**src/rtl/adc_frame_packer.sv**
```systemverilog
// adc_frame_packer: captures 128-sample ADC frames into a ping-pong buffer
// and re-emits them as sync/id/data/checksum byte packets on a valid/ready link.
module adc_frame_packer #(
    parameter int          NUM_CH = 128,
    parameter logic [7:0]  SYNC0  = 8'hA5,
    parameter logic [7:0]  SYNC1  = 8'h5A
) (
    input  logic       clk,
    input  logic       n_reset,
    input  logic       enable,
    input  logic [7:0] in_data,
    input  logic       in_valid,
    output logic [7:0] out_data,
    output logic       out_valid,
    input  logic       out_ready,
    output logic [7:0] drop_cnt,
    output logic       frame_err,
    output logic       busy
);

    localparam int IW = $clog2(NUM_CH);
    localparam logic [IW-1:0] LAST = IW'(NUM_CH - 1);

    typedef enum logic [1:0] {W_IDLE, W_CAP, W_SKIP} w_state_t;
    typedef enum logic [2:0] {
        R_IDLE, R_SYNC0, R_SYNC1, R_ID, R_DATA, R_CHK
    } r_state_t;

    logic [7:0]      mem [2][NUM_CH];
    logic [1:0]      bank_full;
    logic [1:0][7:0] bank_tag;

    w_state_t        w_state, w_next;
    logic            in_valid_d;
    logic            rise;
    logic            wr_bank;
    logic [IW-1:0]   wr_idx;
    logic [7:0]      frame_id;
    logic            wr_we, w_done, w_abort, w_drop;

    r_state_t        r_state, r_next;
    logic            rd_bank;
    logic [IW-1:0]   rd_idx, rd_idx_next, rd_addr;
    logic [7:0]      chk, chk_next;
    logic [7:0]      rd_byte;
    logic [7:0]      od_next;
    logic            ov_next;
    logic            rd_free;
    logic            accept;

    // A frame starts only on a genuine low-to-high edge of in_valid
    assign rise   = in_valid & ~in_valid_d;
    assign accept = out_valid & out_ready;
    assign busy   = (|bank_full) | (r_state != R_IDLE);

    // Write-side next state and capture strobes
    always_comb begin
        w_next  = w_state;
        wr_we   = 1'b0;
        w_done  = 1'b0;
        w_abort = 1'b0;
        w_drop  = 1'b0;
        unique case (w_state)
            W_IDLE: begin
                if (rise && enable) begin
                    if (!bank_full[wr_bank]) begin
                        wr_we  = 1'b1;
                        w_next = W_CAP;
                    end else begin
                        w_drop = 1'b1;
                        w_next = W_SKIP;
                    end
                end
            end
            W_CAP: begin
                if (in_valid) begin
                    wr_we = 1'b1;
                    if (wr_idx == LAST) begin
                        w_done = 1'b1;
                        w_next = W_IDLE;
                    end
                end else begin
                    w_abort = 1'b1;
                    w_next  = W_IDLE;
                end
            end
            W_SKIP: begin
                if (!in_valid) w_next = W_IDLE;
            end
            default: w_next = W_IDLE;
        endcase
    end

    // Write-side state, index, frame counter and error/drop bookkeeping
    always_ff @(posedge clk or negedge n_reset) begin
        if (!n_reset) begin
            w_state    <= W_IDLE;
            in_valid_d <= 1'b1;
            wr_bank    <= 1'b0;
            wr_idx     <= '0;
            frame_id   <= 8'd0;
            drop_cnt   <= 8'd0;
            frame_err  <= 1'b0;
        end else begin
            w_state    <= w_next;
            in_valid_d <= in_valid;
            if (wr_we) wr_idx <= w_done ? '0 : wr_idx + IW'(1);
            if (w_abort) begin
                wr_idx    <= '0;
                frame_err <= 1'b1;
            end
            if (w_done) begin
                frame_id <= frame_id + 8'd1;
                wr_bank  <= ~wr_bank;
            end
            if (w_drop && drop_cnt != 8'hFF) drop_cnt <= drop_cnt + 8'd1;
        end
    end

    // Sample storage; contents need no reset since full flags gate reads
    always_ff @(posedge clk) begin
        if (wr_we) mem[wr_bank][wr_idx] <= in_data;
    end

    // Bank ownership: write side fills, read side frees (never the same bank)
    always_ff @(posedge clk or negedge n_reset) begin
        if (!n_reset) begin
            bank_full <= 2'b00;
            bank_tag  <= '0;
        end else begin
            if (w_done) begin
                bank_full[wr_bank] <= 1'b1;
                bank_tag[wr_bank]  <= frame_id;
            end
            if (rd_free) bank_full[rd_bank] <= 1'b0;
        end
    end

    // Read-side next state, next output byte and running checksum
    always_comb begin
        r_next      = r_state;
        od_next     = out_data;
        ov_next     = out_valid;
        chk_next    = chk;
        rd_idx_next = rd_idx;
        rd_free     = 1'b0;
        rd_addr     = (r_state == R_DATA) ? rd_idx + IW'(1) : '0;
        rd_byte     = mem[rd_bank][rd_addr];
        unique case (r_state)
            R_IDLE: begin
                if (bank_full[rd_bank]) begin
                    od_next = SYNC0;
                    ov_next = 1'b1;
                    r_next  = R_SYNC0;
                end
            end
            R_SYNC0: begin
                if (accept) begin
                    od_next = SYNC1;
                    r_next  = R_SYNC1;
                end
            end
            R_SYNC1: begin
                if (accept) begin
                    od_next  = bank_tag[rd_bank];
                    chk_next = bank_tag[rd_bank];
                    r_next   = R_ID;
                end
            end
            R_ID: begin
                if (accept) begin
                    od_next     = rd_byte;
                    chk_next    = chk + rd_byte;
                    rd_idx_next = '0;
                    r_next      = R_DATA;
                end
            end
            R_DATA: begin
                if (accept) begin
                    if (rd_idx == LAST) begin
                        od_next = chk;
                        r_next  = R_CHK;
                    end else begin
                        od_next     = rd_byte;
                        chk_next    = chk + rd_byte;
                        rd_idx_next = rd_idx + IW'(1);
                    end
                end
            end
            R_CHK: begin
                if (accept) begin
                    ov_next = 1'b0;
                    rd_free = 1'b1;
                    r_next  = R_IDLE;
                end
            end
            default: r_next = R_IDLE;
        endcase
    end

    // Read-side registers; output byte is held stable while stalled
    always_ff @(posedge clk or negedge n_reset) begin
        if (!n_reset) begin
            r_state   <= R_IDLE;
            rd_bank   <= 1'b0;
            rd_idx    <= '0;
            chk       <= 8'd0;
            out_data  <= 8'd0;
            out_valid <= 1'b0;
        end else begin
            r_state   <= r_next;
            rd_idx    <= rd_idx_next;
            chk       <= chk_next;
            out_data  <= od_next;
            out_valid <= ov_next;
            if (rd_free) rd_bank <= ~rd_bank;
        end
    end

endmodule
```
**config.mk**
```make
export PLATFORM = sky130hd
export DESIGN_NAME = adc_frame_packer
export DESIGN_NICKNAME = d
export VERILOG_FILES = /design/src/rtl/adc_frame_packer.sv
export SDC_FILE = /design/constraint.sdc
export NUM_CORES = 2
export LEC_CHECK = 0
export BUFFER_PORTS_ARGS = -buffer_cell sky130_fd_sc_hd__buf_4
export CORE_UTILIZATION = 55
export CTS_CLUSTER_SIZE = 16
export DETAILED_ROUTE_END_ITERATION = 10
export PLACE_DENSITY_LB_ADDON = 0.12
export SLEW_MARGIN = 20
export SYNTH_ARGS = -nofsm -noshare
export SYNTH_HDL_FRONTEND = slang
export SYNTH_SLANG_ARGS = --single-unit
export TNS_END_PERCENT = 1
```
**constraint.sdc**
```tcl
create_clock -name clk -period 4.31 [get_ports clk]
set_clock_uncertainty 0.05 [all_clocks]
set_input_delay 0 -clock clk [delete_from_list [all_inputs] [get_ports clk]]
set_output_delay 0 -clock clk [all_outputs]
set_load 0.02 [all_outputs]
```
==> After elaboration in Yosys (flattened, before gate mapping) <==
Memories as Yosys holds them, arrays and structs flattened.
Index checks and enable logic that the tools add are counted.
{ "op_classes": {"add_sub_neg": 5, "magnitude_cmp": 7, "n_eq_ne": 21, "mux": 72, "bitwise_logic": 11, "reduce_logical": 20} }
{ "op_table": {"columns": ["operator", "count"], "rows": [
  ["$mux 1024", 1],
  ["$mux 8", 15],
  ["$bmux 8 s7", 1],
  ["$demux 8 s7", 1],
  ["$mux 7", 7],
  ["$pmux 8 s5", 1],
  ["$pmux 8 s3", 1],
  ["$mux 1", 22],
  ["$mux 3", 7],
  ["$ne 2x2->1 const B", 9],
  ["$pmux 3 s6", 1],
  ["$add 8x1->8 const B", 2],
  ["$bwmux 16", 1],
  ["$ge 8x8->1 const B", 2],
  ["$not 7->8", 2],
  ["$add 7x1->7 const B", 2],
  ["$eq 7x7->1 const B", 2],
  ["$mux 2", 7],
  ["$pmux 7 s2", 1],
  ["$add 8x8->8", 1],
  ["$demux 8 s1", 1],
  ["$lt 8x1->1 const B", 1],
  ["$ne 8x8->1 const B", 1],
  ["$reduce_and 7->1", 1],
  ["other kinds (29)", 46]
]} }
{ "word_totals": {"reg_bits": 74, "ramBits": 2048, "inputBits": 13, "out_inout_bits": 19, "wordCells": 153, "memories": 1} }
{ "memory_table": {"columns": ["memory", "words", "width", "rd", "rd_clocked_by_memory_dff", "wr", "line_no", "rtl"], "rows": [
  ["mem", 2, 1024, 1, 0, 1, "29", "logic [7:0] mem [2][NUM_CH];"]
]} }

==> Logic depth before layout (Yosys ltp) <==
{ "depth": {"depth_word": 10, "ltp_mapped": 25, "ltp_nobuf": 20} }

==> Least setup slack after synthesis <==
OpenSTA, ideal clock, no wires.
{ "synth_path": {"kind": "reg-to-reg", "startpoint": "reg r_state[1]", "endpoint": "reg chk[6]", "setup_ns": 0.132, "arrival_ns": 4.204, "required_ns": 4.128, "path_slack_ns": -0.075, "path_stages_with_launch": 22, "path_buffers": 5, "period_less_slack_ns": 4.385, "path_cell_list": "dfrtp_1 -> buf_6 -> nor4b_4 -> buf_6 -> buf_12 -> buf_4 -> buf_4 -> mux4_2 -> o22ai_1 -> nor3_1 -> o311ai_0 -> o2111ai_2 -> ha_1 -> fa_1 -> a21o_1 -> a21oi_1 -> o21bai_1 -> a21oi_1 -> xor2_1 -> a22oi_1 -> nor2_1 -> a21oi_1"} }
{ "synth_between": {"elab_chain_cells": 10, "elab_cells_between_ends": 19, "classes_between": "add/sub (1); eq/ne (7); mux (8); bitwise (1); reduce/logical (2)"} }
{ "synth_rtl": {"columns": ["item", "line_no", "rtl"], "rows": [
  ["start: declaration", "41", "r_state_t r_state, r_next;"],
  ["start signal: assignment", "211", "r_state <= r_next;"],
  ["$eq 3x3->1", "147, 149", null],
  ["$mux 7", "147", "rd_addr = (r_state == R_DATA) ? rd_idx + IW'(1) : '0;"],
  ["$not 7->8 (not written as such)", "148", "rd_byte = mem[rd_bank][rd_addr];"],
  ["$bmux 8 s7", "148", null],
  ["$mux 8 (not written as such) (2 in a row)", "148", null],
  ["$add 8x8->8", "173, 185", null],
  ["$mux 8", "180", "if (rd_idx == LAST) begin"],
  ["$mux 8", "179", "if (accept) begin"],
  ["$pmux 8 s3", "149", "unique case (r_state)"],
  ["end signal: assignment", "213", "chk <= chk_next;"],
  ["end: declaration", "44", "logic [7:0] chk, chk_next;"]
]} }
Several ways; a longest one is shown, not always the timed one. The select of a mux whose other input is x is not followed.
A chain may end at the register's enable or synchronous reset.

==> Final worst setup path <==
{ "layout_path": {"startpoint": "reg r_state[2]", "endpoint": "reg chk[7]"} }
The elaborated chain is that of the path after synthesis.

==> impl_summary.log <==
INFO  metric final_nets = between 5000 and 6000
INFO  metric vias_per_cell = around 6.4
INFO  metric clk_path_buf_depth = 3
INFO  metric relSlewSlack = between 10% and 20%
INFO  metric synth.yosys.seq_area_share = between 70% and 80%
INFO  metric drt_iter0_drc = 7409
INFO  metric min_delay_path_depth = 5
INFO  metric timing.final.crit_period = 4.89 ns
INFO  metric worst_max_slew_pin_slew = about 1.3 ns
INFO  metric drt_pass1_iterations = 8
INFO  metric design.core.area = around 0.15 mm^2
INFO  metric power_density = just under 600 mW/mm^2
INFO  metric synthToLayoutAreaGrowth = 19.4%
INFO  metric floorplan.die.width = just under 400 um
INFO  metric share_clk_of_total_power = 29.7%
INFO  metric detailed_place.area = approximately 0.094 mm^2
INFO  metric endpoint_of_the_most_critical_register_to_register_path = chk[7]$_DFFE_PN0P_
INFO  metric clock_insertion_delay_worst_skew = between 0.8 and 0.9 ns
INFO  metric hp_start = out_ready
INFO  metric p_comb_share = between 30% and 40%
INFO  metric detail-route-antenna-nets = 0
INFO  metric critPathSlowestCell = sky130_fd_sc_hd__dfrtp_1
INFO  metric antenna_found_initial = 12
INFO  metric synth_warnings = 0
INFO  metric ys_dominant_reg_cell = sky130_fd_sc_hd__edfxtp_1
INFO  metric grt_start_max_net_pins = approximately 180
INFO  metric final-setup-viol-count = 5
INFO  metric hold-path-endpoint = r_state[0]$_DFFE_PN0P_
INFO  metric totalWireLength = 264000 um
INFO  metric most-common-layout-cells = sky130_fd_sc_hd__edfxtp_1 (2048), sky130_fd_sc_hd__buf_4 (814), sky130_fd_sc_hd__nand2_1 (768), sky130_fd_sc_hd__nor2_1 (333), sky130_fd_sc_hd__mux4_2 (332)
INFO  metric route.detailed.drc = 0
INFO  metric ir_worst_vdd = between 0.5 and 0.6 mV
INFO  metric postSynthNetCount = between 5000 and 6000
INFO  metric max_stage_delay = approximately 0.52 ns
INFO  metric sw_frac_of_total = between 30% and 40%
INFO  metric failed_checks = setup timing
INFO  metric outcome = finished, violations left
INFO  metric p_leak = roughly 35 nW
INFO  metric grt_remaining_overflow = 0
INFO  metric io_pins = 32
INFO  metric internal-power = 39.6 mW
INFO  metric via_count = 52100
INFO  metric grt_use_total = between 30 and 40%
INFO  metric worst-r2r-setup-slack = -0.58 ns
INFO  metric power.share.sequential = about two fifths
INFO  metric drive_above_1_share = between 20% and 30%
INFO  metric routabilityCongestion = 1.01
INFO  metric utilization = 66.4%
INFO  metric post_synth_arst_share = between 3 and 4%
INFO  metric cp.arrival = 5.54 ns
INFO  metric row_count = around 140
INFO  metric initial_core_util = roughly 56%
INFO  metric setup.worst_path.start_class = flop
INFO  metric layout.cells.most_common = sky130_fd_sc_hd__edfxtp_1
INFO  metric design.die.area = 0.156 mm^2
INFO  metric post-place-ws = -1.27 ns
INFO  metric min-delay-path-class = input pin to flop
INFO  metric cts.sink_count = approximately 2100
INFO  metric p_total = 59.2 mW
INFO  metric final-hold-violation-count = 0
INFO  metric hpwl = 176000 um
INFO  metric ys_types = 91
INFO  metric rsz_0062_raised_after_global_routing = true
INFO  metric cap_violations = 0
INFO  metric worst_setup_hold_path_clk_slew = about 0.070 ns
INFO  metric worst-r2r-cell-count = 23
INFO  metric synth_area = approximately 0.085 mm^2
INFO  metric setup.worst_path.end_class = flop
INFO  metric final_clock_period_utilization_by_the_worst_path = 113%
INFO  metric ys_seq_elements = between 2000 and 2500
INFO  metric via_count_of_the_first_global_routing_pass = roughly 50000
INFO  metric slew_viol_final = 0
INFO  metric fp.dieH = 395 um
INFO  metric fin_hold_ws = 0.0908 ns
INFO  metric net-switching-power = roughly 20 mW
INFO  metric detail_route.wl_per_cell = about 33 um
INFO  metric worst-setup-path-type = flop to flop
INFO  metric critPathMaxFanout = 10
INFO  metric tritoncts.num_buffers = around 210
INFO  metric crit_chain = nor4b_4, buf_6, buf_12, buf_4, bufbuf_16, mux4_2, nor2_1, nor4_1, buf_4, nor3_2, a2111oi_2, a311o_2, ha_1, nand3_1, nand2_1, and2_4, o21ai_2, nand2b_1, a21o_1, a21oi_2, xnor2_1, xnor2_1, o21ai_1
INFO  metric worst_reg2reg_path_startpoint = r_state[2]$_DFFE_PN0P_
INFO  metric port_buffers = 31
INFO  metric number_of_flops_mapped_to_enable_cells_by_yosys = 2048
INFO  metric synth_area_per_cell = 16.9 um^2
INFO  metric fmax = between 0.2 and 0.25 GHz
INFO  metric clock_tree.root_cell = sky130_fd_sc_hd__clkbuf_16
INFO  metric worst_slack = -0.581 ns
INFO  metric number_of_instances_in_the_synthesized_netlist = ~5000
INFO  metric final_cell_area = 0.101 mm^2
INFO  metric worst_ep_required_time = slightly below 5 ns
INFO  metric grt_pass1_wl = between 300000 and 400000 um
INFO  metric maximum_level_of_the_cts_h_tree = 4
INFO  metric clock_tree_from_tritoncts = yes
layer usage:
layer	share of wire [%]	global-route usage, %	up-vias
li1	-	-	21500
met1	39	49.6	26800
met2	44	49.4	3316
met3	12	8.34	557
met4	4.8	14.4	12
met5	0.028	0	-
cells in the mapped netlist (6+ instances only):
cell type                   instances  area (um^2)
sky130_fd_sc_hd__mux2_2            27          304
sky130_fd_sc_hd__a211oi_1          12         90.1
sky130_fd_sc_hd__nor2_1           346         1300
sky130_fd_sc_hd__buf_4             57          428
sky130_fd_sc_hd__o21ai_0           52          260
sky130_fd_sc_hd__nand2_1          772         2900
sky130_fd_sc_hd__a22oi_1           39          293
sky130_fd_sc_hd__buf_12             6          120
sky130_fd_sc_hd__buf_6             27          304
sky130_fd_sc_hd__a21oi_1           66          330
sky130_fd_sc_hd__buf_2            106          531
sky130_fd_sc_hd__a2111oi_0          6         52.6
sky130_fd_sc_hd__nand2b_1          16          100
sky130_fd_sc_hd__mux4_2           328         7390
sky130_fd_sc_hd__nor4_1             7         43.8
sky130_fd_sc_hd__a32o_1             6         60.1
sky130_fd_sc_hd__xnor2_1           18          158
sky130_fd_sc_hd__mux2i_1          134         1340
sky130_fd_sc_hd__a311oi_1          12          105
sky130_fd_sc_hd__a32oi_1           60          526
sky130_fd_sc_hd__o211ai_1          28          210
sky130_fd_sc_hd__ha_1              13          163
sky130_fd_sc_hd__a221oi_1          15          131
sky130_fd_sc_hd__o2111ai_1          7         61.3
sky130_fd_sc_hd__nand4_1           51          319
sky130_fd_sc_hd__o21ai_1           10         50.1
sky130_fd_sc_hd__nor2b_1           13         81.3
sky130_fd_sc_hd__nand3_1          306         1530
sky130_fd_sc_hd__xor2_1            13          114
sky130_fd_sc_hd__buf_1             14         52.6
sky130_fd_sc_hd__and3_1            26          163
sky130_fd_sc_hd__nor3_1            28          140
sky130_fd_sc_hd__inv_1              9         33.8
sky130_fd_sc_hd__and2_1             8         50.1
sky130_fd_sc_hd__edfxtp_1        2048        61500
sky130_fd_sc_hd__a31oi_1           57          357
sky130_fd_sc_hd__dfrtp_1           73         1830
sky130_fd_sc_hd__clkbuf_1          88          330
sky130_fd_sc_hd__o22ai_1           27          169
cell families (layout without fill, tap and decap cells):
kind of cell | Yosys count | count (layout) | share of synthesized area, %
flops | 2122 | 2122 | 74.6
simple gates | 1599 | 1599 | 8.08
mux | 493 | 493 | 10.8
compound gates | 450 | 450 | 3.78
buf+inv | 312 | 1340 | 2.21
xor+xnor | 32 | 32 | 0.339
fa+ha+maj | 14 | 14 | 0.215
other cells | 0 | 4 | 0
cell type report:
class | instances | area (um^2)
flip-flops and latches | 2122 | 63400
fillers | 10500 | 51300
multi-input cells | 2588 | 20200
repair buffers | 947 | 8640
clock buffers | 265 | 5430
well taps | 2030 | 2540
clock inverters | 119 | 1110
inverters | 9 | 33.8
diodes | 4 | 10.0
worst max path at each step:
stage	from	to	slack, ns	cells past startpoint
5_1_grt	rd_idx[0]$_DFFE_PN0P_	chk[6]$_DFFE_PN0P_	-0.70	25
4_1_cts	rd_idx[0]$_DFFE_PN0P_	chk[6]$_DFFE_PN0P_	-0.50	24
3_3_place_gp	r_state[0]$_DFFE_PN0P_	chk[7]$_DFFE_PN0P_	-1.59	22
3_5_place_dp	r_state[0]$_DFFE_PN0P_	chk[7]$_DFFE_PN0P_	-1.27	23
2_1_floorplan	r_state[1]$_DFFE_PN0P_	chk[6]$_DFFE_PN0P_	0.009	21
6_report	r_state[2]$_DFFE_PN0P_	chk[7]$_DFFE_PN0P_	-0.58	23
stage by stage:
step | std cells | setup TNS [ns]
final | 8084 | -1.89
after global routing | 8080 | -2.61
after CTS | 8081 | -1.49
after detailed placement | 7651 | -5.87
after global placement | 7651 | -7.43
after floorplan | 5022 | 0
flip-flops by register name, summed over array words and instances (netlist names), 2 cells and up:
name       count
w_state        2
rd_idx         7
chk            8
drop_cnt       8
bank_tag      16
out_data       8
wr_idx         7
frame_id       8
bank_full      2
r_state        3
mem         2048
power by group through the flow:
stage / registers, mW / logic, mW / clock network (mW)
CTS: 23.0 / 18.0 / 17.7
global placement: 23.4 / 17.1 / 0
finish: 23.0 / 18.7 / 17.6
floorplan: 23.4 / 6.79 / 0
detailed placement: 23.4 / 17.1 / 0
global route: 23.0 / 19.0 / 18.5
critical path, delay by kind of cell (launching register included):
kind	cells	cell delay [ns]
AO/OA/AOI/OAI	6	1.09
XOR/XNOR	2	0.29
adder cells (fa/ha/maj)	1	0.25
buffers and inverters	5	1.08
flip-flops	1	0.52
multiplexers	1	0.20
AND/OR/NAND/NOR	8	1.25
repair_timing:
item,4_1_cts,5_1_grt
gates cloned,10,0
buffers inserted,22,1
endpoints found under the hold margin,702,0
endpoints found under the setup margin,9,8
resized for setup,107,17
hold buffers,16,0
pin swaps,33,14
(Power assumes the default switching activity.)
